<file path="config.mk">
export PLATFORM = sky130hd
export DESIGN_NAME = hazard_ctrl
export DESIGN_NICKNAME = d
export VERILOG_FILES = /design/src/rtl/hazard_ctrl.sv
export SDC_FILE = /design/constraint.sdc
export NUM_CORES = 1
export LEC_CHECK = 0
export CAP_MARGIN = 40
export CORE_MARGIN = 5
export CORE_UTILIZATION = 50
export CTS_CLUSTER_SIZE = 40
export DETAILED_ROUTE_END_ITERATION = 10
export DONT_BUFFER_PORTS = 1
export PLACE_DENSITY_LB_ADDON = 0.12
export SYNTH_ARGS = -nofsm -noshare
export SYNTH_HDL_FRONTEND = slang
export SYNTH_SLANG_ARGS = --single-unit
</file>
<file path="constraint.sdc">
create_clock -name clk -period 1.62 [get_ports clk]
set_input_delay 0.324 -clock clk [delete_from_list [all_inputs] [get_ports clk]]
set_output_delay 0.324 -clock clk [all_outputs]
set_load 0.05 [all_outputs]
</file>
<file path="src/rtl/hazard_ctrl.sv">
// Pipeline hazard controller: operand forwarding, load-use bubbles, branch flushes,
// memory-wait freeze with sticky timeout. Optional counters under PERF_COUNTERS_EN.
module hazard_ctrl #(
    parameter int unsigned WAIT_LIMIT = 255,
    parameter int unsigned CNT_W      = 32
) (
    input  logic             clk,
    input  logic             rst,
    input  logic [4:0]       RS1_D,
    input  logic [4:0]       RS2_D,
    input  logic [4:0]       RS1_E,
    input  logic [4:0]       RS2_E,
    input  logic [4:0]       RD_E,
    input  logic             RegWriteE,
    input  logic             ResultSrcE,
    input  logic             PCSrcE,
    input  logic [4:0]       RD_M,
    input  logic [4:0]       RD_W,
    input  logic             RegWriteM,
    input  logic             RegWriteW,
    input  logic             mem_ready,
    output logic [1:0]       ForwardAE,
    output logic [1:0]       ForwardBE,
    output logic             StallF,
    output logic             StallD,
    output logic             StallE,
    output logic             StallM,
    output logic             StallW,
    output logic             FlushD,
    output logic             FlushE,
    output logic             mem_timeout,
    output logic [CNT_W-1:0] stall_cnt,
    output logic [CNT_W-1:0] flush_cnt,
    output logic [CNT_W-1:0] wait_cnt
);

    localparam int unsigned TW = $clog2(WAIT_LIMIT + 1);
    localparam logic [TW:0] LIMIT = (TW+1)'(WAIT_LIMIT);

    typedef enum logic [1:0] {S_RUN, S_WAIT, S_FAULT} state_t;

    state_t        state, state_nxt;
    logic [TW-1:0] wait_timer, timer_nxt;
    logic [TW:0]   timer_inc;
    logic          lwstall;

    assign lwstall = ResultSrcE & RegWriteE & (RD_E != 5'd0) &
                     ((RD_E == RS1_D) | (RD_E == RS2_D));
    assign timer_inc = {1'b0, wait_timer} + (TW+1)'(1);

    always_ff @(posedge clk) begin
        if (rst) begin
            state       <= S_RUN;
            wait_timer  <= '0;
            mem_timeout <= 1'b0;
        end else begin
            state       <= state_nxt;
            wait_timer  <= timer_nxt;
            mem_timeout <= (state_nxt == S_FAULT);
        end
    end

    // The limit is compared against the count including the current not-ready
    // cycle, so WAIT_LIMIT=1 faults straight from RUN.
    always_comb begin
        state_nxt = state;
        timer_nxt = wait_timer;
        case (state)
            S_RUN: begin
                if (!mem_ready) begin
                    state_nxt = (LIMIT == (TW+1)'(1)) ? S_FAULT : S_WAIT;
                    timer_nxt = TW'(1);
                end
            end
            S_WAIT: begin
                if (mem_ready) begin
                    state_nxt = S_RUN;
                    timer_nxt = '0;
                end else if (timer_inc == LIMIT) begin
                    state_nxt = S_FAULT;
                end else begin
                    timer_nxt = timer_inc[TW-1:0];
                end
            end
            default: state_nxt = S_FAULT;
        endcase
    end

    always_comb begin
        ForwardAE = 2'b00;
        ForwardBE = 2'b00;
        StallF = 1'b0;
        StallD = 1'b0;
        StallE = 1'b0;
        StallM = 1'b0;
        StallW = 1'b0;
        FlushD = 1'b0;
        FlushE = 1'b0;
        if (!rst) begin
            if (RegWriteM && RD_M != 5'd0 && RD_M == RS1_E)      ForwardAE = 2'b10;
            else if (RegWriteW && RD_W != 5'd0 && RD_W == RS1_E) ForwardAE = 2'b01;
            if (RegWriteM && RD_M != 5'd0 && RD_M == RS2_E)      ForwardBE = 2'b10;
            else if (RegWriteW && RD_W != 5'd0 && RD_W == RS2_E) ForwardBE = 2'b01;

            if (state == S_FAULT || !mem_ready) begin
                StallF = 1'b1;
                StallD = 1'b1;
                StallE = 1'b1;
                StallM = 1'b1;
                StallW = 1'b1;
            end else if (PCSrcE) begin
                FlushD = 1'b1;
                FlushE = 1'b1;
            end else if (lwstall) begin
                StallF = 1'b1;
                StallD = 1'b1;
                FlushE = 1'b1;
            end
        end
    end

`ifdef PERF_COUNTERS_EN
    logic active;
    assign active = (state != S_FAULT);

    always_ff @(posedge clk) begin
        if (rst) begin
            stall_cnt <= '0;
            flush_cnt <= '0;
            wait_cnt  <= '0;
        end else begin
            if (active && mem_ready && !PCSrcE && lwstall && stall_cnt != '1)
                stall_cnt <= stall_cnt + CNT_W'(1);
            if (active && mem_ready && PCSrcE && flush_cnt != '1)
                flush_cnt <= flush_cnt + CNT_W'(1);
            if (active && !mem_ready && wait_cnt != '1)
                wait_cnt <= wait_cnt + CNT_W'(1);
        end
    end
`else
    assign stall_cnt = '0;
    assign flush_cnt = '0;
    assign wait_cnt  = '0;
`endif

endmodule

</file>
Yosys cells after proc, flatten, opt, wreduce, memory -nomap -nowiden. Index checks and enable logic that the tools add are counted.

Flip-flop bits (word level): 11. Bits of input ports: 43. Word-level logic and storage cells: 60.

Add/sub/neg operators: 1. Equality and inequality tests: 12. Multiplexer cells: 26. Bitwise logic cells: 4. Reduce and logical (&&, ||, !) cells: 14.

Operators by type and width (count): equality test 5 bit (6); 2-to-1 mux 8 bit (3); case mux 8 bit (2 select lines) (1); nonzero test 5 bit (3); 2-to-1 mux 1 bit (14); 2-to-1 mux 2 bit (7); adder 8 x 1 -> 9 bit, second input constant (1); equality test 9 x 8 -> 1 bit, second input constant (1); logical AND 1 bit (6); equality test 2 bit, second input constant (2); case mux 2 bit (2 select lines) (1); bitwise AND 1 bit (3); != test 3 bit, second input constant (1); AND reduction 3 bit (1); equality test 2 x 1 -> 1 bit, second input constant (1); zero test 2 bit (1); != test 2 bit, second input constant (1); nonzero test 2 bit (1); zero test 1 bit (1); logical OR 1 bit (1); bitwise OR 1 bit (1).

Logic depth before layout (Yosys ltp). Gate-level depths: netlist of the first run.

Depth after elaboration: 7. Mapped depth: 6.

Worst setup path after synthesis of the first run. OpenSTA, ideal clock, no wires.

Path type: input -> output. Start point: input RD_M[1]. End point: output ForwardAE[0]. Data arrival time: 2.666 ns. Required time: 1.296 ns. Setup slack: -1.370 ns. Stages on the path: 4. Path buffers: 0. Cells stage by stage: or4_1 o21ai_2 nor3_1 nor4_1.

Cells in the longest elaborated chain, start to end: 5.

Ends and longest elaborated chain: start: declaration (RTL line 17) `input logic [4:0] RD_M,`; nonzero test 5 bit (RTL line 100) `if (RegWriteM && RD_M != 5'd0 && RD_M == RS1_E) ForwardAE = 2'b10;`; logical AND 1 bit (RTL line 100); logical AND 1 bit (*) (RTL line 100); 2-to-1 mux 2 bit (*) (RTL line 100); 2-to-1 mux 2 bit (*) (RTL line 99) `if (!rst) begin`; end: declaration (RTL line 22) `output logic [1:0] ForwardAE,`.

Every way passes the cells marked *; elsewhere a longest branch is shown, timed or not.

Final worst setup path of the first run.
Start point: input RD_W[1]. End point: output ForwardAE[0].

Cells in the longest elaborated chain, start to end: 6.

Ends and longest elaborated chain: start: declaration (RTL line 18) `input logic [4:0] RD_W,`; nonzero test 5 bit (RTL line 101) `else if (RegWriteW && RD_W != 5'd0 && RD_W == RS1_E) ForwardAE = 2'b01;`; logical AND 1 bit (RTL line 101); logical AND 1 bit (*) (RTL line 101); 2-to-1 mux 1 bit (*) (RTL line 101); 2-to-1 mux 2 bit (*) (RTL line 100); 2-to-1 mux 2 bit (*) (RTL line 99).

Marked as above.

==> results of run 1 <==
-- placed cells by master, fill, tap and decap left out, types with 2 or more instances in the layout --
cell	count
a21oi_1	5
xor2_1	10
xnor2_1	16
inv_4	2
nand3_4	2
dfxtp_4	2
or3_1	2
ha_4	2
or4_4	4
a21oi_2	3
nor4_2	3
nand3_2	2
dfxtp_1	5
dfxtp_2	4
buf_4	18
xnor2_2	5
nor3_1	2
nor3_2	3
nor2_1	7
conb_1	96
clkbuf_8	3
o21ai_1	2
nor4_4	2
o21ai_0	4
nor3_4	2
buf_12	5
nand3_1	5
inv_2	2
inv_1	3
buf_6	5
nand2_1	10
a31oi_1	2
-- layer usage --
layer / up-vias / part of all wire, %
met1: 664 / 32
met2: 112 / 52
met3: 8 / 14
met4: 0 / 1.2
met5: - / 0
li1: 686 / -
-- kinds of logic (layout without fill, tap and decap cells) --
logic type                 after synthesis  count (layout)
AOI/OAI and AO/OA                       32              32
xor gates and xnor gates                33              33
adders and majority gates                2               2
buffers and inverters                  108              39
DFF                                     11              11
other                                    1              96
and+or+nand+nor                         58              58
-- per-stage QoR --
stage / cell area [sq um] / power [W] / hold WS, ps / instances / setup WS, ps
after floorplan: 2459 / 0.001151 / 399.3 / 340 / -393.3
after global placement: 1989 / 0.001001 / 391.5 / 311 / -244.5
after detailed placement: 1989 / 0.001004 / 391.6 / 311 / -242.9
after CTS: 2155 / 0.001297 / 136.4 / 319 / -248.2
after global routing: 2223 / 0.001360 / 131.6 / 319 / -270.6
final: 2223 / 0.001306 / 138.1 / 319 / -236.9
-- worst min path at each step --
stage | to | slack [ps]
final | wait_timer[4] | 140
after detailed placement | wait_timer[2] | 390
after floorplan | state[0] | 400
after global routing | wait_timer[6] | 130
after CTS | wait_timer[2] | 140
after global placement | wait_timer[2] | 390
-- power breakdown --
| group | switching (W) | internal, W | leakage (nW) |
|---|---|---|---|
| combinational | 0.000613 | 0.000128 | 0.804 |
| clock | 0.000111 | 0.000173 | 0.0228 |
| sequential | 0.00000732 | 0.000273 | 0.0923 |
-- registers in the layout, indices dropped and copies added (netlist names) --
| signal | cells |
|---|---|
| wait_timer | 8 |
| state | 2 |
| mem_timeout | 1 |
-- layout make-up --
type	instances	area, sq um
multi-input cells	221	1563
fillers	336	1465
repair buffers	28	291.5
flip-flops and latches	11	232.7
well taps	48	60.06
clock buffers	4	45.04
inverters	7	31.28
-- repair_timing --
action / CTS / global route
resized for setup: 22 / 16
pin swaps: 6 / 17
endpoints found under the setup margin: 14 / 14
hold endpoints to repair: 0 / 0
setup buffers: 4 / 1
==> impl_metrics.csv, run 1 <==
group,metric,value,unit
logic_synthesis,synthMuxAreaShare,0,%
floorplan,pin_count,151,
logic_synthesis,synth-seq-area-share,11.51,%
finish,diodes,0,
cts,cts.sink_count,11,
timing,tightest_slew,504.8,ps
logic_synthesis,synth_ff_type,"dfxtp_1",
timing,clock_skew,5.319,ps
drt,antenna_left,0,
logic_synthesis,synth_edf_count,0,
cts,clkTransAtPathRegs,60,ps
grt,track_usage,15.39,%
logic_synthesis,yosys.area_share.xor_xnor,15.50,%
grt,grt_overflow_total,0,
cts,cts_buffers,3,
setup_path,start_kind,"input pin",
setup_path,cp_top_family,"simple AND/OR/NAND/NOR gates",
setup_path,critPathArrivalTime,1530,ps
pwr,peakVddDrop,0.3595,mV
logic_synthesis,syn_area,1913,sq um
logic_synthesis,yosys-top-cells-count,"99 x buf_4, 22 x xnor2_1, 11 x dfxtp_1, 11 x nand2_1, 10 x xor2_1",
cts,cts_tree,"built",
finish,drive_above_1_share,32.47,%
logic_synthesis,synth_fa_ha_area_share,1.308,%
logic_synthesis,synthTopCellsByArea,"buf_4 39%, dfxtp_1 12%, xnor2_1 10%",
pwr,leakage,0.9196,nW
finish,layout.nets,317,
grt,antenna_found_initial,0,
setup_path,max_stage_delay,550,ps
drt,wl_per_cell,13.71,um
setup_path,slowest_stage,"or4_4",
grt,use_met2,28.47,%
setup_path,reg2reg_slack,0,ps
min_path,min_from,"rst",
placed_design,hpwlAfterDp,3709,um
min_path,holdPathStages,1,
floorplan,initial_core_util,51.87,%
floorplan,die_y,71.86,um
drt,drtPass1Iterations,4,
setup_path,required,1300,ps
floorplan,fp.dieArea,5163,sq um
logic_synthesis,yosysWarningCount,0,
cts,clock_latency,240,ps
placed_design,gp_congestion,0.8338,
logic_synthesis,syn_inst,245,
timing,fin_ws,-236.9,ps
timing,hold_viol,0,
grt,use_met3,5.610,%
drt,routed_via_density,4.608,
grt,grt_pass1_vias,1386,
logic_synthesis,yosys.cell_count.top_type,"buf_4",
cts,root_buffer,"clkbuf_8",
cts,cts_max_level,1,
setup_path,path_buf_inv,1,
timing,period_needed,1857,ps
timing,fmax,538.5,MHz
logic_synthesis,yosysTopAreaCell,"buf_4",
drt,drt_first_iter_violations,60,
setup_path,crit_chain,"xor2_1, or4_4, nor4_4, buf_12",
status,violations,"negative setup slack",
run,maxCapViolations,0,
setup_path,cp.depth,4,
finish,finalCoreUtilization,60.28,%
timing,tns,-801.4,ps
setup_path,reg2regPathDepth,8,
min_path,hp-class,"input pin to register",
floorplan,die_width,71.86,um
placed_design,port_buffers,0,
timing,final-setup-viol-count,4,
floorplan,rows,22,
logic_synthesis,avgSynthCellArea,7.809,sq um
logic_synthesis,async_flop_share,0,%
timing,finalCritPeriodShare,114.6,%
pwr,power_density,587.4,nW/um^2
logic_synthesis,synth_top_area_share,38.85,%
setup_path,crit_start,"RD_W[1]",
logic_synthesis,ys_types,46,
floorplan,core,3689,sq um
cts,ctsHoldBuffers,0,
drt,vias,1470,
drt,totalWireLength,4373,um
timing,rsz0062_at_grt,"yes",
timing,slew_headroom,65.99,%
setup_path,r2r_start,"wait_timer[1]",
grt,globalRouteMet1Util,15.61,%
status,outcome,"finished, violations left",
grt,grt_pass1_wl,6396,um
drt,drc,0,
logic_synthesis,ys_ff_latch,11,
grt,grt_max_degree,21,
logic_synthesis,synth_top_family_by_area,"buffers and inverters",
logic_synthesis,synth-compound-area-share,13.67,%
setup_path,critical_path_class,"input pin to output port",
setup_path,endpoint,"ForwardAE[0]",
grt,grt_busiest_layer,"met2",
setup_path,cp_max_fo,3,
timing,drv_slew,0,
cts,clockBufferDepth,2,
logic_synthesis,yosys.area_share.simple,17.20,%
setup_path,reg2reg_to,"state[0]",
finish,area_growth,16.22,%
setup_path,end_kind,"output port",
No activity file was read; power rests on OpenSTA's default activity.
==> inputs of run 2 (changes only) <==
--- a/config.mk
+++ b/config.mk
@@ -12,6 +12,7 @@
 export DETAILED_ROUTE_END_ITERATION = 10
 export DONT_BUFFER_PORTS = 1
 export PLACE_DENSITY_LB_ADDON = 0.12
+export RECOVER_POWER = 50
 export SYNTH_ARGS = -nofsm -noshare
 export SYNTH_HDL_FRONTEND = slang
 export SYNTH_SLANG_ARGS = --single-unit
==> constraint.sdc (replaced) <==
create_clock -name clk -period 1.6 [get_ports clk]
set_input_delay 0.32 -clock clk [delete_from_list [all_inputs] [get_ports clk]]
set_output_delay 0.32 -clock clk [all_outputs]
set_load 0.05 [all_outputs]
==> impl_metrics.csv, run 2 (same netlist as run 1, synthesis figures left out) <==
group,metric,value,unit
timing,finalCritPeriodShare,115.6,%
setup_path,critPathArrivalTime,1530,ps
placed_design,dpl.cell_count,312,
timing,tns,-1025,ps
cts,root_buffer,"clkbuf_8",
timing,rsz0062_at_grt,"yes",
placed_design,hpwlAfterDp,3734,um
timing,slew_headroom,65.24,%
min_path,hp-class,"input pin to register",
placed_design,gp_congestion,0.7897,
setup_path,r2r_start,"wait_timer[0]",
drt,drc,0,
timing,period_needed,1849,ps
cts,cts_buffers,3,
pwr,peakVddDrop,0.3764,mV
setup_path,required,1280,ps
setup_path,reg2reg_to,"wait_timer[2]",
floorplan,die_width,71.86,um
status,violations,"negative setup slack",
finish,layout_commonest_cell,"conb_1",
min_path,min_from,"rst",
finish,largest_reg_flops,8,
min_path,min_to,"wait_timer[2]",
timing,final-setup-viol-count,7,
finish,diodes,0,
pwr,leakage,0.9399,nW
timing,clock_skew,1.333,ps
grt,grt_pass1_vias,1452,
grt,grt_overflow_total,0,
finish,fill_cells,355,
drt,drtPass1Iterations,4,
placed_design,port_buffers,0,
finish,largest_register,"wait_timer",
finish,drive_above_1_share,31.52,%
grt,antenna_found_initial,0,
drt,routed_via_density,4.620,
timing,fmax,540.8,MHz
timing,fin_ws,-249.0,ps
setup_path,critical_path_class,"input pin to output port",
cts,clock_latency,240,ps
grt,grt_pass1_wl,6658,um
timing,tightest_slew,516.0,ps
setup_path,end_kind,"output port",
timing,drv_slew,0,
finish,area_growth,17.27,%
min_path,holdPathStages,1,
placed_design,place_ws,-264.5,ps
floorplan,fp.dieArea,5163,sq um
setup_path,cp_max_fo,3,
finish,mostFrequentLayoutCells,"96 x conb_1, 23 x buf_4, 16 x xnor2_1",
finish,layout.nets,322,
finish,top_regs,"wait_timer x8, state x2, mem_timeout x1",
floorplan,die_y,71.86,um
timing,hold_slack,126.5,ps
cts,cts_max_level,1,
floorplan,core,3689,sq um
floorplan,initial_core_util,51.87,%
cts,cts.sink_count,11,
pwr,power_density,593.7,nW/um^2
grt,grt_max_degree,21,
drt,wl_per_cell,14.07,um
timing,hold_viol,0,
run,maxCapViolations,0,
setup_path,start_kind,"input pin",
setup_path,reg2regPathDepth,7,
drt,totalWireLength,4558,um
cts,cts_tree,"built",
drt,antenna_left,0,
floorplan,pin_count,151,
setup_path,reg2reg_slack,-50,ps
drt,drt_first_iter_violations,94,
floorplan,rows,22,
status,outcome,"finished, violations left",
cts,clkTransAtPathRegs,50,ps
finish,post_layout_nonfiller_instances,324,
grt,track_usage,15.74,%
cts,clockBufferDepth,2,
drt,vias,1497,
## run 2: cell count changes in the layout (fill, tap and decap cells not counted), sizes merged
cell    before  now
clkbuf       4    5
buf         28   32
## run 2: worst max-delay path by stage
stage	from	to	slack (ps)
after floorplan	RD_M[1]	ForwardAE[0]	-410
after global placement	RD_W[3]	ForwardBE[0]	-260
after detailed placement	RD_M[1]	ForwardBE[0]	-260
after CTS	RD_M[1]	ForwardBE[0]	-260
after global routing	RD_M[1]	ForwardBE[0]	-280
final	RD_W[3]	ForwardBE[0]	-250
## run 2: layout make-up
type	instances	area [sq um]	area share, %
Inverter	7	33.78	1.506
Tap cell	48	60.06	2.677
Sequential cell	11	237.7	10.60
Multi-Input combinational cell	221	1541	68.71
Clock buffer	4	45.04	2.008
Timing Repair Buffer	33	325.3	14.50
## run 2: critical path, stage by stage
cell    delay (ps)
xor2_1         140
or4_4          540
nor4_4         350
buf_12         180
## run 2: timing repair
action | 4_1_cts | 5_1_grt
hold buffers | 0 | 0
gates resized for setup | 16 | 17
pin swaps | 4 | 13
setup endpoints to repair | 17 | 19
buffers inserted | 3 | 5
## run 2: routing by layer
metal,track usage (%),part of all wire (%)
met2,28.16,54
met4,3.758,0.75
met5,0,0
met3,6.171,14
met1,17.36,31
## run 2: power by group
group,switching (W),internal (W)
sequential,0.00000925,0.000274
clock,0.000120,0.000176
combinational,0.000621,0.000131
total,0.000751,0.000581
## run 2: stage by stage
step / cell area, sq um / utilization (%) / power (W)
final: 2243 / 60.82 / 0.001332
after global routing: 2243 / 60.82 / 0.001380
after CTS: 2125 / 57.60 / 0.001319
after detailed placement: 2009 / 54.48 / 0.001016
after global placement: 2009 / 54.48 / 0.001014
after floorplan: 2471 / - / 0.001165
